===== config.mk =====
export PLATFORM = sky130hd
export DESIGN_NAME = uart_tx_fifo
export DESIGN_NICKNAME = d
export VERILOG_FILES = /design/src/rtl/uart_tx_fifo.sv
export SDC_FILE = /design/constraint.sdc
export NUM_CORES = 1
export LEC_CHECK = 0
export CORE_UTILIZATION = 50
export CTS_CLUSTER_DIAMETER = 80
export CTS_CLUSTER_SIZE = 24
export DETAILED_ROUTE_END_ITERATION = 6
export PLACE_DENSITY_LB_ADDON = 0.15
export SKIP_CTS_REPAIR_TIMING = 1
export SYNTH_ARGS = -nofsm -noshare
export SYNTH_HDL_FRONTEND = slang
export SYNTH_SLANG_ARGS = --single-unit

===== constraint.sdc =====
create_clock -name clk -period 6.49 [get_ports clk]
set_clock_uncertainty 0.05 [all_clocks]
set_input_delay 1.6225 -clock clk [delete_from_list [all_inputs] [get_ports clk]]
set_output_delay 1.6225 -clock clk [all_outputs]
set_load 0.02 [all_outputs]

===== src/rtl/uart_tx_fifo.sv =====
`default_nettype none
// +----------------------------------------------------------------------------+
// | Module   : uart_tx_fifo                                                    |
// | Purpose  : UART transmitter fed by a TX FIFO, run-time frame format.       |
// | Revision : 1.0                                                             |
// +----------------------------------------------------------------------------+
module uart_tx_fifo #(
  parameter int CLK_FREQ   = 50000000,
  parameter int BAUD_RATE  = 115200,
  parameter int DATA_WIDTH = 8,
  parameter int FIFO_DEPTH = 16
) (
  input  logic                          clk,
  input  logic                          rst,
  input  logic                          wr_cfg_i,
  input  logic [15:0]                   cfg_bit_period_i,
  input  logic [3:0]                    cfg_data_bits_i,
  input  logic [1:0]                    cfg_parity_i,
  input  logic                          cfg_stop2_i,
  input  logic                          tx_valid_i,
  input  logic [DATA_WIDTH-1:0]         tx_data_i,
  output logic                          tx_ready_o,
  output logic [$clog2(FIFO_DEPTH):0]   fifo_count_o,
  output logic                          uart_txd,
  output logic                          uart_tx_busy,
  output logic                          tx_done_o
);

  localparam int                c_AW                 = $clog2(FIFO_DEPTH);
  localparam int                c_CW                 = c_AW + 1;
  localparam logic [c_CW-1:0]   c_FULL               = c_CW'(FIFO_DEPTH);
  localparam logic [15:0]       c_DEFAULT_BIT_PERIOD = 16'(CLK_FREQ / BAUD_RATE - 1);
  localparam logic [3:0]        c_DW4                = 4'(DATA_WIDTH);

  typedef enum logic [2:0] {
    S_IDLE   = 3'd0,
    S_START  = 3'd1,
    S_DATA   = 3'd2,
    S_PARITY = 3'd3,
    S_STOP   = 3'd4
  } state_t;

  // FIFO
  logic [DATA_WIDTH-1:0] r_mem [FIFO_DEPTH];
  logic [c_AW-1:0]       r_wr_ptr;
  logic [c_AW-1:0]       r_rd_ptr;
  logic [c_CW-1:0]       r_count;
  logic                  w_push;
  logic                  w_pop;
  logic                  w_empty;
  logic [DATA_WIDTH-1:0] w_head;

  assign tx_ready_o   = (r_count != c_FULL);
  assign w_push       = tx_valid_i && tx_ready_o;
  assign w_empty      = (r_count == '0);
  assign w_head       = r_mem[r_rd_ptr];
  assign fifo_count_o = r_count;

  always_ff @(posedge clk) begin
    if (w_push) begin
      r_mem[r_wr_ptr] <= tx_data_i;
    end
  end

  always_ff @(posedge clk) begin
    if (rst) begin
      r_wr_ptr <= '0;
      r_rd_ptr <= '0;
      r_count  <= '0;
    end else begin
      if (w_push) r_wr_ptr <= r_wr_ptr + c_AW'(1);
      if (w_pop)  r_rd_ptr <= r_rd_ptr + c_AW'(1);
      if (w_push && !w_pop) begin
        r_count <= r_count + c_CW'(1);
      end else if (!w_push && w_pop) begin
        r_count <= r_count - c_CW'(1);
      end
    end
  end

  // Configuration registers
  logic [15:0] r_cfg_period;
  logic [3:0]  r_cfg_bits;
  logic [1:0]  r_cfg_parity;
  logic        r_cfg_stop2;
  logic [3:0]  w_cfg_bits;

  always_comb begin
    w_cfg_bits = cfg_data_bits_i;
    if (cfg_data_bits_i < 4'd5) begin
      w_cfg_bits = 4'd5;
    end else if (cfg_data_bits_i > c_DW4) begin
      w_cfg_bits = c_DW4;
    end
  end

  always_ff @(posedge clk) begin
    if (rst) begin
      r_cfg_period <= c_DEFAULT_BIT_PERIOD;
      r_cfg_bits   <= c_DW4;
      r_cfg_parity <= 2'b00;
      r_cfg_stop2  <= 1'b0;
    end else if (wr_cfg_i) begin
      r_cfg_period <= cfg_bit_period_i;
      r_cfg_bits   <= w_cfg_bits;
      r_cfg_parity <= cfg_parity_i;
      r_cfg_stop2  <= cfg_stop2_i;
    end
  end

  // Parity of the head word over the currently configured data bits
  logic [DATA_WIDTH-1:0] w_mask;
  logic                  w_head_par;

  always_comb begin
    w_mask = '0;
    for (int i = 0; i < DATA_WIDTH; i++) begin
      w_mask[i] = (i < int'(r_cfg_bits));
    end
  end

  assign w_head_par = ^(w_head & w_mask);

  // Transmit FSM and per-frame snapshot
  state_t                r_state;
  state_t                w_state_nxt;
  logic [15:0]           r_cnt;
  logic [15:0]           r_f_period;
  logic [3:0]            r_f_bits;
  logic                  r_f_par_en;
  logic                  r_f_stop2;
  logic [DATA_WIDTH-1:0] r_shift;
  logic                  r_par_bit;
  logic [3:0]            r_bit_idx;
  logic                  r_stop_idx;
  logic                  r_txd;
  logic                  r_done;
  logic                  w_bit_end;
  logic                  w_line;
  logic                  w_done;

  assign w_bit_end = (r_cnt == 16'd0);

  always_ff @(posedge clk) begin
    if (rst) begin
      r_state <= S_IDLE;
    end else begin
      r_state <= w_state_nxt;
    end
  end

  always_comb begin
    w_state_nxt = r_state;
    w_pop       = 1'b0;
    w_done      = 1'b0;
    w_line      = 1'b1;
    case (r_state)
      S_IDLE: begin
        if (!w_empty) begin
          w_pop       = 1'b1;
          w_state_nxt = S_START;
        end
      end
      S_START: begin
        w_line = 1'b0;
        if (w_bit_end) w_state_nxt = S_DATA;
      end
      S_DATA: begin
        w_line = r_shift[0];
        if (w_bit_end && (r_bit_idx == r_f_bits - 4'd1)) begin
          w_state_nxt = r_f_par_en ? S_PARITY : S_STOP;
        end
      end
      S_PARITY: begin
        w_line = r_par_bit;
        if (w_bit_end) w_state_nxt = S_STOP;
      end
      S_STOP: begin
        if (w_bit_end && (r_stop_idx || !r_f_stop2)) begin
          w_done = 1'b1;
          if (!w_empty) begin
            w_pop       = 1'b1;
            w_state_nxt = S_START;
          end else begin
            w_state_nxt = S_IDLE;
          end
        end
      end
      default: w_state_nxt = S_IDLE;
    endcase
  end

  // Config snapshot on pop keeps mid-frame writes out of the current frame
  always_ff @(posedge clk) begin
    if (rst) begin
      r_cnt      <= '0;
      r_f_period <= '0;
      r_f_bits   <= c_DW4;
      r_f_par_en <= 1'b0;
      r_f_stop2  <= 1'b0;
      r_shift    <= '0;
      r_par_bit  <= 1'b0;
      r_bit_idx  <= '0;
      r_stop_idx <= 1'b0;
    end else if (w_pop) begin
      r_cnt      <= r_cfg_period;
      r_f_period <= r_cfg_period;
      r_f_bits   <= r_cfg_bits;
      r_f_par_en <= (r_cfg_parity == 2'b01) || (r_cfg_parity == 2'b10);
      r_f_stop2  <= r_cfg_stop2;
      r_shift    <= w_head;
      r_par_bit  <= (r_cfg_parity == 2'b10) ? ~w_head_par : w_head_par;
      r_bit_idx  <= '0;
      r_stop_idx <= 1'b0;
    end else if (r_state != S_IDLE) begin
      if (w_bit_end) begin
        r_cnt <= r_f_period;
        if (r_state == S_DATA) begin
          r_shift   <= r_shift >> 1;
          r_bit_idx <= r_bit_idx + 4'd1;
        end
        if (r_state == S_STOP) r_stop_idx <= 1'b1;
      end else begin
        r_cnt <= r_cnt - 16'd1;
      end
    end
  end

  // Line and done are registered, one clock behind the FSM state
  always_ff @(posedge clk) begin
    if (rst) begin
      r_txd  <= 1'b1;
      r_done <= 1'b0;
    end else begin
      r_txd  <= w_line;
      r_done <= w_done;
    end
  end

  assign uart_txd     = r_txd;
  assign tx_done_o    = r_done;
  assign uart_tx_busy = (r_state != S_IDLE);

endmodule
`default_nettype wire


==> summary.txt, run 1 <==
Timing
  • Final max-slew violation count: 0
  • Post-layout min period: 4.38 ns
  • Final setup violating endpoints: 0
  • Final TNS setup: 0 ns
  • Hold Fails Final Rpt: 0
  • Max Freq: about 230 MHz
  • Slew @ Worst Pin: between 1 and 1.5 ns
  • Slew HR: 0.147
  • RSZ-0062 raised after global routing: false
  • Final period utilization: 0.674

Clock tree
  • Worst-Skew Late Latency: 0.49 ns
  • Cts bufs inserted: 14
  • Root Driver: clkbuf_16
  • TritonCTS clock tree: built
  • CTS max path bufs: 3
  • H-tree depth: 1
  • Worst-path clk slew: roughly 0.09 ns
  • # clock sinks: approximately 230

Worst setup path
  • WP data required: 6.84 ns
  • CP Depth: 14
  • CP max FO: 50
  • CP cell instances: or4_1 > nor3_1 > nand3_1 > a21oi_4 > buf_4 > inv_2 > ha_1 > inv_1 > ha_1 > a21o_1 > a21oi_1 > xnor2_1 > or3_1 > a21oi_1
  • Worst setup endpoint: fifo_count_o[4]
  • R2R depth: 14
  • Critical path class: reg -> reg
  • Top delay family on crit path: simple AND/OR/NAND/NOR gates
  • CP Capture Type: flop
  • CP max stage cell: or4_1
  • Worst path max stage delay: 0.57 ns
  • Critical path arrival: about 4.7 ns
  • Flop-to-flop setup slack: ~2.1 ns
  • CP startpoint kind: flop
  • Reg-to-Reg End: fifo_count_o[4]
  • Worst r2r src: r_cnt[10]
  • Critical path startpoint: r_cnt[10]
  • WP buf/inv: 3

Synth
  • Simple logic cell fraction of the synthesized area: 0.116
  • Cells after synthesis: 793
  • Sequential area share after synthesis: 0.602
  • Post-synth EDFFs: 128
  • Number of synthesized register bits: approximately 230
  • Largest area contributor in the netlist: edfxtp_1
  • Complex-gate fraction of the synthesized area: 0.0954
  • Adder-cell share of the synthesized area: 0.0190
  • Post-synthesis xor/xnor area fraction: 0.0315
  • Main combinational cell family by area after synthesis: simple AND/OR/NAND/NOR gates
  • Top cells by area, synth: edfxtp_1 (40%), dfxtp_1 (20%), mux2i_1 (5.7%)
  • Ys async rst share: 0
  • Post-synthesis cell type count: 54
  • Syn Std Cell Area: around 0.0096 mm2
  • Syn Area/Cell: roughly 12 um2
  • Post-synth top area share: 0.400
  • Most common cell in the netlist: edfxtp_1
  • Post-synthesis mux area share: 0.106
  • Commonest cells post-synth: edfxtp_1 (128), dfxtp_1 (97), nand2_1 (91), nor2_1 (83), mux2i_1 (55)
  • Synth Flop Type: edfxtp_1
  • Synth warnings: 0
  • Post-Syn Nets: between 800 and 900

Route
  • Wirelength, routed: 19.2 mm
  • Post-route DRC: 0
  • WL/cell: around 18 um
  • Vias post-DR: ~6,000
  • Drt via density: between 5 and 6
  • Antenna Violating Nets Remaining: 0
  • First-pass DRT Iterations: 7
  • Iteration-0 DRC Markers: approximately 350

Die
  • Num ports: 44
  • Die X: 141 um
  • Die height: between 100 and 150 um
  • Effective utilization at floorplan: 0.512
  • Core area: approximately 0.019 mm2
  • Die Footprint: 0.0198 mm2
  • Cell Rows: 50

Pwr
  • Maximum vdd ir drop: 0.267 mV
  • P_leak: between 3 and 4 nW
  • Pwr Density: approximately 400 mW/mm2
  • Tot Pwr: 4.28 mW

GRT
  • Largest net degree at the start of global routing: 54
  • Vias in the first global route: between 5,000 and 6,000
  • GR Overflow Total: 0
  • Initial antenna violation count: 0
  • First-pass GRT wire length: 31.3 mm
  • GRT Overall Usage: 0.202

Placement
  • Post-Place Cell Area: between 0.01 and 0.015 mm2
  • RD Place Congestion: about 0.84
  • Input/output buffers: 43
  • DP HPWL: 12.7 mm

Final layout
  • Final nets: 861
  • Layout cells sized above 1: 0.0671
  • Diodes inserted: 0
  • Design area: roughly 0.011 mm2
  • Area Overhead vs Synth: 10.7%

Status
  • Outcome: finished, final reports clean

Worst hold path
  • Worst min path class: reg -> reg

Run
  • Max Cap Viol: 0
==> how the worst min path moves through the flow <==
stage,from,endpoint,slack (ns),depth (start not counted)
after floorplan,r_cfg_stop2,r_f_stop2,0.38,2
after global placement,r_f_period[10],r_f_period[10],0.39,2
after detailed placement,r_f_period[4],r_f_period[4],0.40,2
after CTS,r_f_period[4],r_f_period[4],0.41,2
after global routing,r_f_period[7],r_f_period[7],0.43,2
final,r_f_period[4],r_f_period[4],0.41,2
==> area by class of cell <==
class                      count  area (um2)
sequential                   225        5790
inverter                      14        52.6
clock inverter                 4        57.6
timing repair buffer          50         478
clock buffer                  20         415
fill                        1550        8130
tap                          234         293
multi-input combinational    507        3560
==> metal layers <==
metal / GRT usage / share of wire / vias up
met5: 0 / 0 / -
met4: 0.0543 / 0.023 / 0
met3: 0.0251 / 0.040 / 33
met2: 0.347 / 0.48 / 122
met1: 0.271 / 0.45 / 2913
li1: - / - / 2950
==> worst reg2reg max path, cell delays in order, from the launching register on <==
cell and delay [ns]:
dfxtp_1 0.37, or4_1 0.57, nor3_1 0.29, nand3_1 0.23
a21oi_4 0.19, buf_4 0.41, inv_2 0.44, ha_1 0.37
inv_1 0.16, ha_1 0.30, a21o_1 0.20, a21oi_1 0.18
xnor2_1 0.09, or3_1 0.31, a21oi_1 0.14
==> power breakdown <==
group	switching, mW	internal (mW)	leakage, nW
combinational	0.883	0.649	1.46
clock	0.465	0.497	0.226
sequential	0.118	1.66	1.95
==> logic make-up (layout without fill, tap and decap cells) <==
family | count (synthesis) | after routing
compound gates | 132 | 132
buf+inv | 61 | 88
flops | 225 | 225
simple gates | 252 | 252
mux | 76 | 76
xor+xnor | 33 | 33
fa+ha+maj | 14 | 14
==> state kept, by name (all words and copies together), names as in the netlist, 2 cells and up, named ones only <==
| signal | flops |
|---|---|
| fifo_count_o | 5 |
| r_bit_idx | 4 |
| r_cfg_bits | 4 |
| r_cfg_parity | 2 |
| r_cfg_period | 16 |
| r_cnt | 16 |
| r_f_bits | 4 |
| r_f_period | 16 |
| r_mem | 128 |
| r_rd_ptr | 4 |
| r_shift | 8 |
| r_state | 3 |
| r_wr_ptr | 4 |
==> placed cells by master, fill, tap and decap left out, types with 4 or more instances in the layout <==
master | Yosys | final
edfxtp_1 | 128 | 128
dfxtp_1 | 97 | 96
nand2_1 | 91 | 91
nor2_1 | 83 | 83
mux2i_1 | 55 | 55
clkdlybuf4s50_1 | 0 | 42
a21oi_1 | 41 | 40
nor3_1 | 22 | 22
a311oi_1 | 22 | 22
mux4_2 | 21 | 21
o211ai_1 | 18 | 18
xnor2_1 | 17 | 17
clkbuf_16 | 0 | 16
xor2_1 | 15 | 15
inv_1 | 13 | 13
ha_1 | 13 | 13
nor2b_1 | 11 | 11
nand3_1 | 10 | 10
o21ai_0 | 10 | 10
nand2b_1 | 9 | 9
or3_1 | 8 | 8
a211o_1 | 7 | 7
buf_4 | 3 | 7
a211oi_1 | 5 | 5
o211a_1 | 5 | 5
a22o_1 | 4 | 4
a22oi_1 | 4 | 4
nand4_1 | 4 | 4
clkbuf_1 | 34 | 4
==> metrics by stage <==
stage               setup WS, ns  instances  hold WS (ns)  utilization
finish                      2.11       1054         0.407        0.567
global route                1.74       1054         0.427        0.567
CTS                         2.10       1054         0.408        0.567
detailed placement          2.12       1030         0.396        0.542
global placement            2.27       1030         0.393        0.542
floorplan                   2.87        793         0.381            -
Power figures use the tool's default switching activity.
==> run 2: changes to the inputs <==
- clock period: 6.49 -> 4.4 ns (I/O delays scaled with it)
==> summary.txt, run 2 (synthesized netlist as in run 1, its figures left out) <==
Placement
  • RD Place Congestion: approximately 0.80
  • Input/output buffers: 43
  • DP HPWL: ~13 mm
  • Placed Cells: 1,044

Route
  • Wirelength, routed: ~19 mm
  • Vias post-DR: 6,037
  • WL/cell: between 15 and 20 um
  • Iteration-0 DRC Markers: roughly 330
  • Post-route DRC: 0
  • Antenna Violating Nets Remaining: 0
  • First-pass DRT Iterations: 5
  • Drt via density: around 5.7

Worst setup path
  • CP max stage cell: or4_1
  • WP buf/inv: 2
  • WP data required: approximately 4.7 ns
  • Critical path class: reg -> reg
  • CP max FO: 7
  • CP startpoint kind: flop
  • Worst path max stage delay: around 0.6 ns
  • Critical path arrival: 3.84 ns
  • CP Capture Type: flop
  • CP cell instances: or4_1 > nor3_1 > nand3_1 > a21oi_4 > inv_2 > ha_1 > inv_1 > ha_1 > a21o_1 > a21oi_1 > xnor2_1 > or3_1 > a21oi_1
  • Top delay family on crit path: simple AND/OR/NAND/NOR gates

GRT
  • Initial antenna violation count: 0
  • First-pass GRT wire length: around 32 mm
  • GR Overflow Total: 0
  • GRT Overall Usage: 0.202
  • Vias in the first global route: slightly below 6,000
  • Largest net degree at the start of global routing: 62

Timing
  • Hold Fails Final Rpt: 0
  • Slew @ Worst Pin: about 1.1 ns
  • Slew HR: 0.242
  • Final setup violating endpoints: 0
  • Final period utilization: 0.795
  • Final max-slew violation count: 0
  • WHS: between 0.4 and 0.5 ns
  • Final TNS setup: 0 ns
  • RSZ-0062 raised after global routing: false
  • Post-layout min period: around 3.5 ns
  • Max Freq: about 290 MHz

Final layout
  • Biggest register: r_mem
  • Area Overhead vs Synth: 11.4%
  • Most common library cell in the layout ignoring fill and taps: edfxtp_1
  • Diodes inserted: 0
  • Post-Layout Cell Count: approximately 1,100
  • Layout cells sized above 1: 0.0827
  • Max FFs per register: between 100 and 150
  • Final nets: slightly below 900
  • Commonest non-fill, non-tap cells in the layout: edfxtp_1 (128), dfxtp_1 (96), nand2_1 (91), nor2_1 (83), mux2i_1 (55)

Die
  • Die height: roughly 140 um
  • Effective utilization at floorplan: 0.512
  • Core area: 0.0188 mm2
  • Cell Rows: 50
  • Die X: roughly 140 um
  • Die Footprint: 0.0198 mm2
  • Num ports: 44

Pwr
  • P_leak: between 3 and 4 nW
  • Pwr Density: 584 mW/mm2
  • Tot Pwr: 6.25 mW
  • Maximum vdd ir drop: ~0.36 mV

Clock tree
  • TritonCTS clock tree: built
  • Worst-Skew Late Latency: between 0.4 and 0.5 ns
  • # clock sinks: roughly 230
  • H-tree depth: 1
  • Root Driver: clkbuf_16
  • CTS max path bufs: 3
  • Worst-path clk slew: 0.09 ns
  • Cts bufs inserted: 14

Run
  • Max Cap Viol: 0

Worst hold path
  • Worst min path class: reg -> reg

Status
  • Outcome: finished, final reports clean
[run 2: layer usage]
layer  GRT usage  wire [um]  share of wire
met3      0.0272        604          0.031
met4      0.0463        273          0.014
met2       0.353       9570           0.49
met1       0.268       8920           0.46
met5           0          0              0
[run 2: worst paths after layout]
| path | from | endpoint | slack [ns] | cells past startpoint |
|---|---|---|---|---|
| max | r_cnt[10] | fifo_count_o[4] | 0.90 | 13 |
| min | r_f_period[1] | r_f_period[1] | 0.41 | 2 |
| max reg2reg | r_cnt[10] | fifo_count_o[4] | 0.90 | 13 |
| min reg2reg | r_f_period[1] | r_f_period[1] | 0.41 | 2 |
[run 2: worst min-delay path, stage by stage, from the launching register on]
cell and delay [ns]:
dfxtp_1 0.31, nand2_1 0.05, a21oi_1 0.05
[run 2: metrics by stage]
step,instance area (um2),setup WS [ns],utilization
final,10700,0.904,0.571
after global routing,10700,0.654,0.571
after CTS,10700,0.921,0.571
after detailed placement,10300,0.696,0.547
after global placement,10300,0.794,0.547
after floorplan,9610,0.963,-
[run 2: layout make-up]
type	instances	area (um2)
tap	234	293
inverter	14	52.6
sequential	225	5790
clock buffer	19	390
multi-input combinational	507	3560
fill	1542	8060
timing repair buffer	64	583
clock inverter	5	46.3
[run 2: power breakdown]
part | total [mW] | leakage (nW) | switching (mW) | internal [mW]
combinational | 2.24 | 1.54 | 1.26 | 0.979
sequential | 2.67 | 1.95 | 0.219 | 2.45
clock | 1.34 | 0.213 | 0.694 | 0.648
total | 6.25 | 3.71 | 2.17 | 4.08
==> run 3: changes to the inputs <==
- clock period: 4.4 -> 3.4 ns (I/O delays scaled with it)
==> summary.txt, run 3 (synthesized netlist as in run 1, its figures left out) <==
Placement
  • Worst slack at placement: between 0.15 and 0.2 ns
  • Input/output buffers: 43
  • DP HPWL: approximately 13 mm
  • RD Place Congestion: 0.832

Die
  • Cell Rows: 50
  • Die X: around 140 um
  • Effective utilization at floorplan: 0.512
  • Die Footprint: ~0.02 mm2
  • Core area: 0.0188 mm2
  • Num ports: 44
  • Die height: ~140 um

GRT
  • GRT Overall Usage: 0.203
  • First-pass GRT wire length: ~31 mm
  • GR Overflow Total: 0
  • Vias in the first global route: roughly 6,000
  • Largest net degree at the start of global routing: 50
  • Initial antenna violation count: 0

Route
  • Drt via density: about 5.7
  • WL/cell: 17.9 um
  • Vias post-DR: slightly above 6,000
  • First-pass DRT Iterations: 5
  • Post-route DRC: 0
  • Iteration-0 DRC Markers: between 300 and 400
  • Wirelength, routed: just under 20 mm
  • Antenna Violating Nets Remaining: 0

Pwr
  • Pwr Density: 742 mW/mm2
  • Clock Power Share: 0.196
  • Sequential share of power: 0.428
  • Comb power frac: 0.376
  • Switch Pwr: around 2.8 mW
  • Maximum vdd ir drop: around 0.49 mV
  • Cell-internal power: between 5 and 6 mW
  • Switching Share: 0.346
  • Tot Pwr: approximately 8 mW
  • P_leak: between 3 and 4 nW

Timing
  • Final max-slew violation count: 0
  • Final period utilization: 0.907
  • Slew HR: 0.376
  • Final worst setup slack: about 0.32 ns
  • RSZ-0062 raised after global routing: false
  • Final TNS setup: 0 ns
  • Hold Fails Final Rpt: 0
  • Post-layout min period: ~3.1 ns
  • Max Freq: 324 MHz
  • Final setup violating endpoints: 0
  • Slew @ Worst Pin: approximately 0.94 ns

Clock tree
  • Worst-path clk slew: roughly 0.09 ns
  • H-tree depth: 1
  • # clock sinks: about 230
  • CTS max path bufs: 3
  • Root Driver: clkbuf_16
  • TritonCTS clock tree: built
  • Worst-Skew Late Latency: 0.47 ns
  • Cts bufs inserted: 13

Final layout
  • Commonest non-fill, non-tap cells in the layout: edfxtp_1 (128), dfxtp_1 (96), nand2_1 (91), nor2_1 (83), mux2i_1 (55)
  • Final nets: between 800 and 900
  • Area Overhead vs Synth: 13.0%
  • Layout cells sized above 1: 0.110
  • Post-layout util: 0.579
  • Max FFs per register: about 130
  • Biggest register: r_mem
  • Diodes inserted: 0
  • Most common library cell in the layout ignoring fill and taps: edfxtp_1

Worst hold path
  • Worst min path class: reg -> reg

Worst setup path
  • CP Capture Type: flop
  • CP max FO: 4
  • CP startpoint kind: flop
  • Critical path class: reg -> reg
  • WP data required: roughly 3.7 ns
  • Critical path arrival: 3.43 ns

Status
  • Outcome: finished, final reports clean

Run
  • Max Cap Viol: 0
==> run 3: cell count changes in the layout (fill, tap and decap cells not counted), sizes merged <==
cell      change
inv           -4
clkinv        -1
clkinvlp      +2
buf          +22
clkbuf        -4
==> run 3: final timing paths <==
path                            cells after the start              end      startpoint  slack (ns)
worst max-delay path                               13  fifo_count_o[4]       r_cnt[10]        0.32
worst min-delay path                                2   r_f_period[12]  r_f_period[12]        0.41
worst max register to register                     13  fifo_count_o[4]       r_cnt[10]        0.32
worst min register to register                      2   r_f_period[12]  r_f_period[12]        0.41
==> run 3: area by class of cell <==
| type | instances | area, um2 |
|---|---|---|
| fillers | 1541 | 7910 |
| flip-flops and latches | 225 | 5790 |
| multi-input cells | 507 | 3570 |
| repair buffers | 86 | 786 |
| clock buffers | 15 | 355 |
| well taps | 234 | 293 |
| inverters | 14 | 52.6 |
| clock inverters | 2 | 15.0 |
==> run 3: power by group through the flow <==
stage                     Combinational, mW  Sequential (mW)  Clock (mW)
after detailed placement               3.02             3.50           0
after CTS                              3.04             3.45        1.62
after global placement                 2.95             3.49           0
after floorplan                        2.31             3.42           0
after global routing                   3.39             3.49        1.70
final                                  3.03             3.45        1.58
==> run 3: critical path, stage by stage (launching register included) <==
cell     delay (ns)
dfxtp_1        0.32
or4_1          0.57
nor3_2         0.18
nand3_2        0.18
a21oi_4        0.19
inv_2          0.05
ha_1           0.20
inv_2          0.10
ha_1           0.27
a21o_1         0.19
a21oi_1        0.16
xnor2_1        0.09
or3_1          0.31
a21oi_1        0.14
==> run 3: stage by stage <==
stage | hold WS [ns] | cells | area (um2)
finish | 0.410 | 1083 | 10900
global route | 0.439 | 1083 | 10900
CTS | 0.411 | 1083 | 10800
detailed placement | 0.397 | 1066 | 10500
global placement | 0.393 | 1066 | 10500
floorplan | 0.381 | 793 | 9620
==> run 3: metal layers <==
layer | track usage | share of wire | vias up
met2 | 0.351 | 0.49 | 141
met5 | 0 | 0 | -
met4 | 0.0578 | 0.027 | 0
li1 | - | - | 3010
met3 | 0.0292 | 0.045 | 29
met1 | 0.266 | 0.44 | 3005
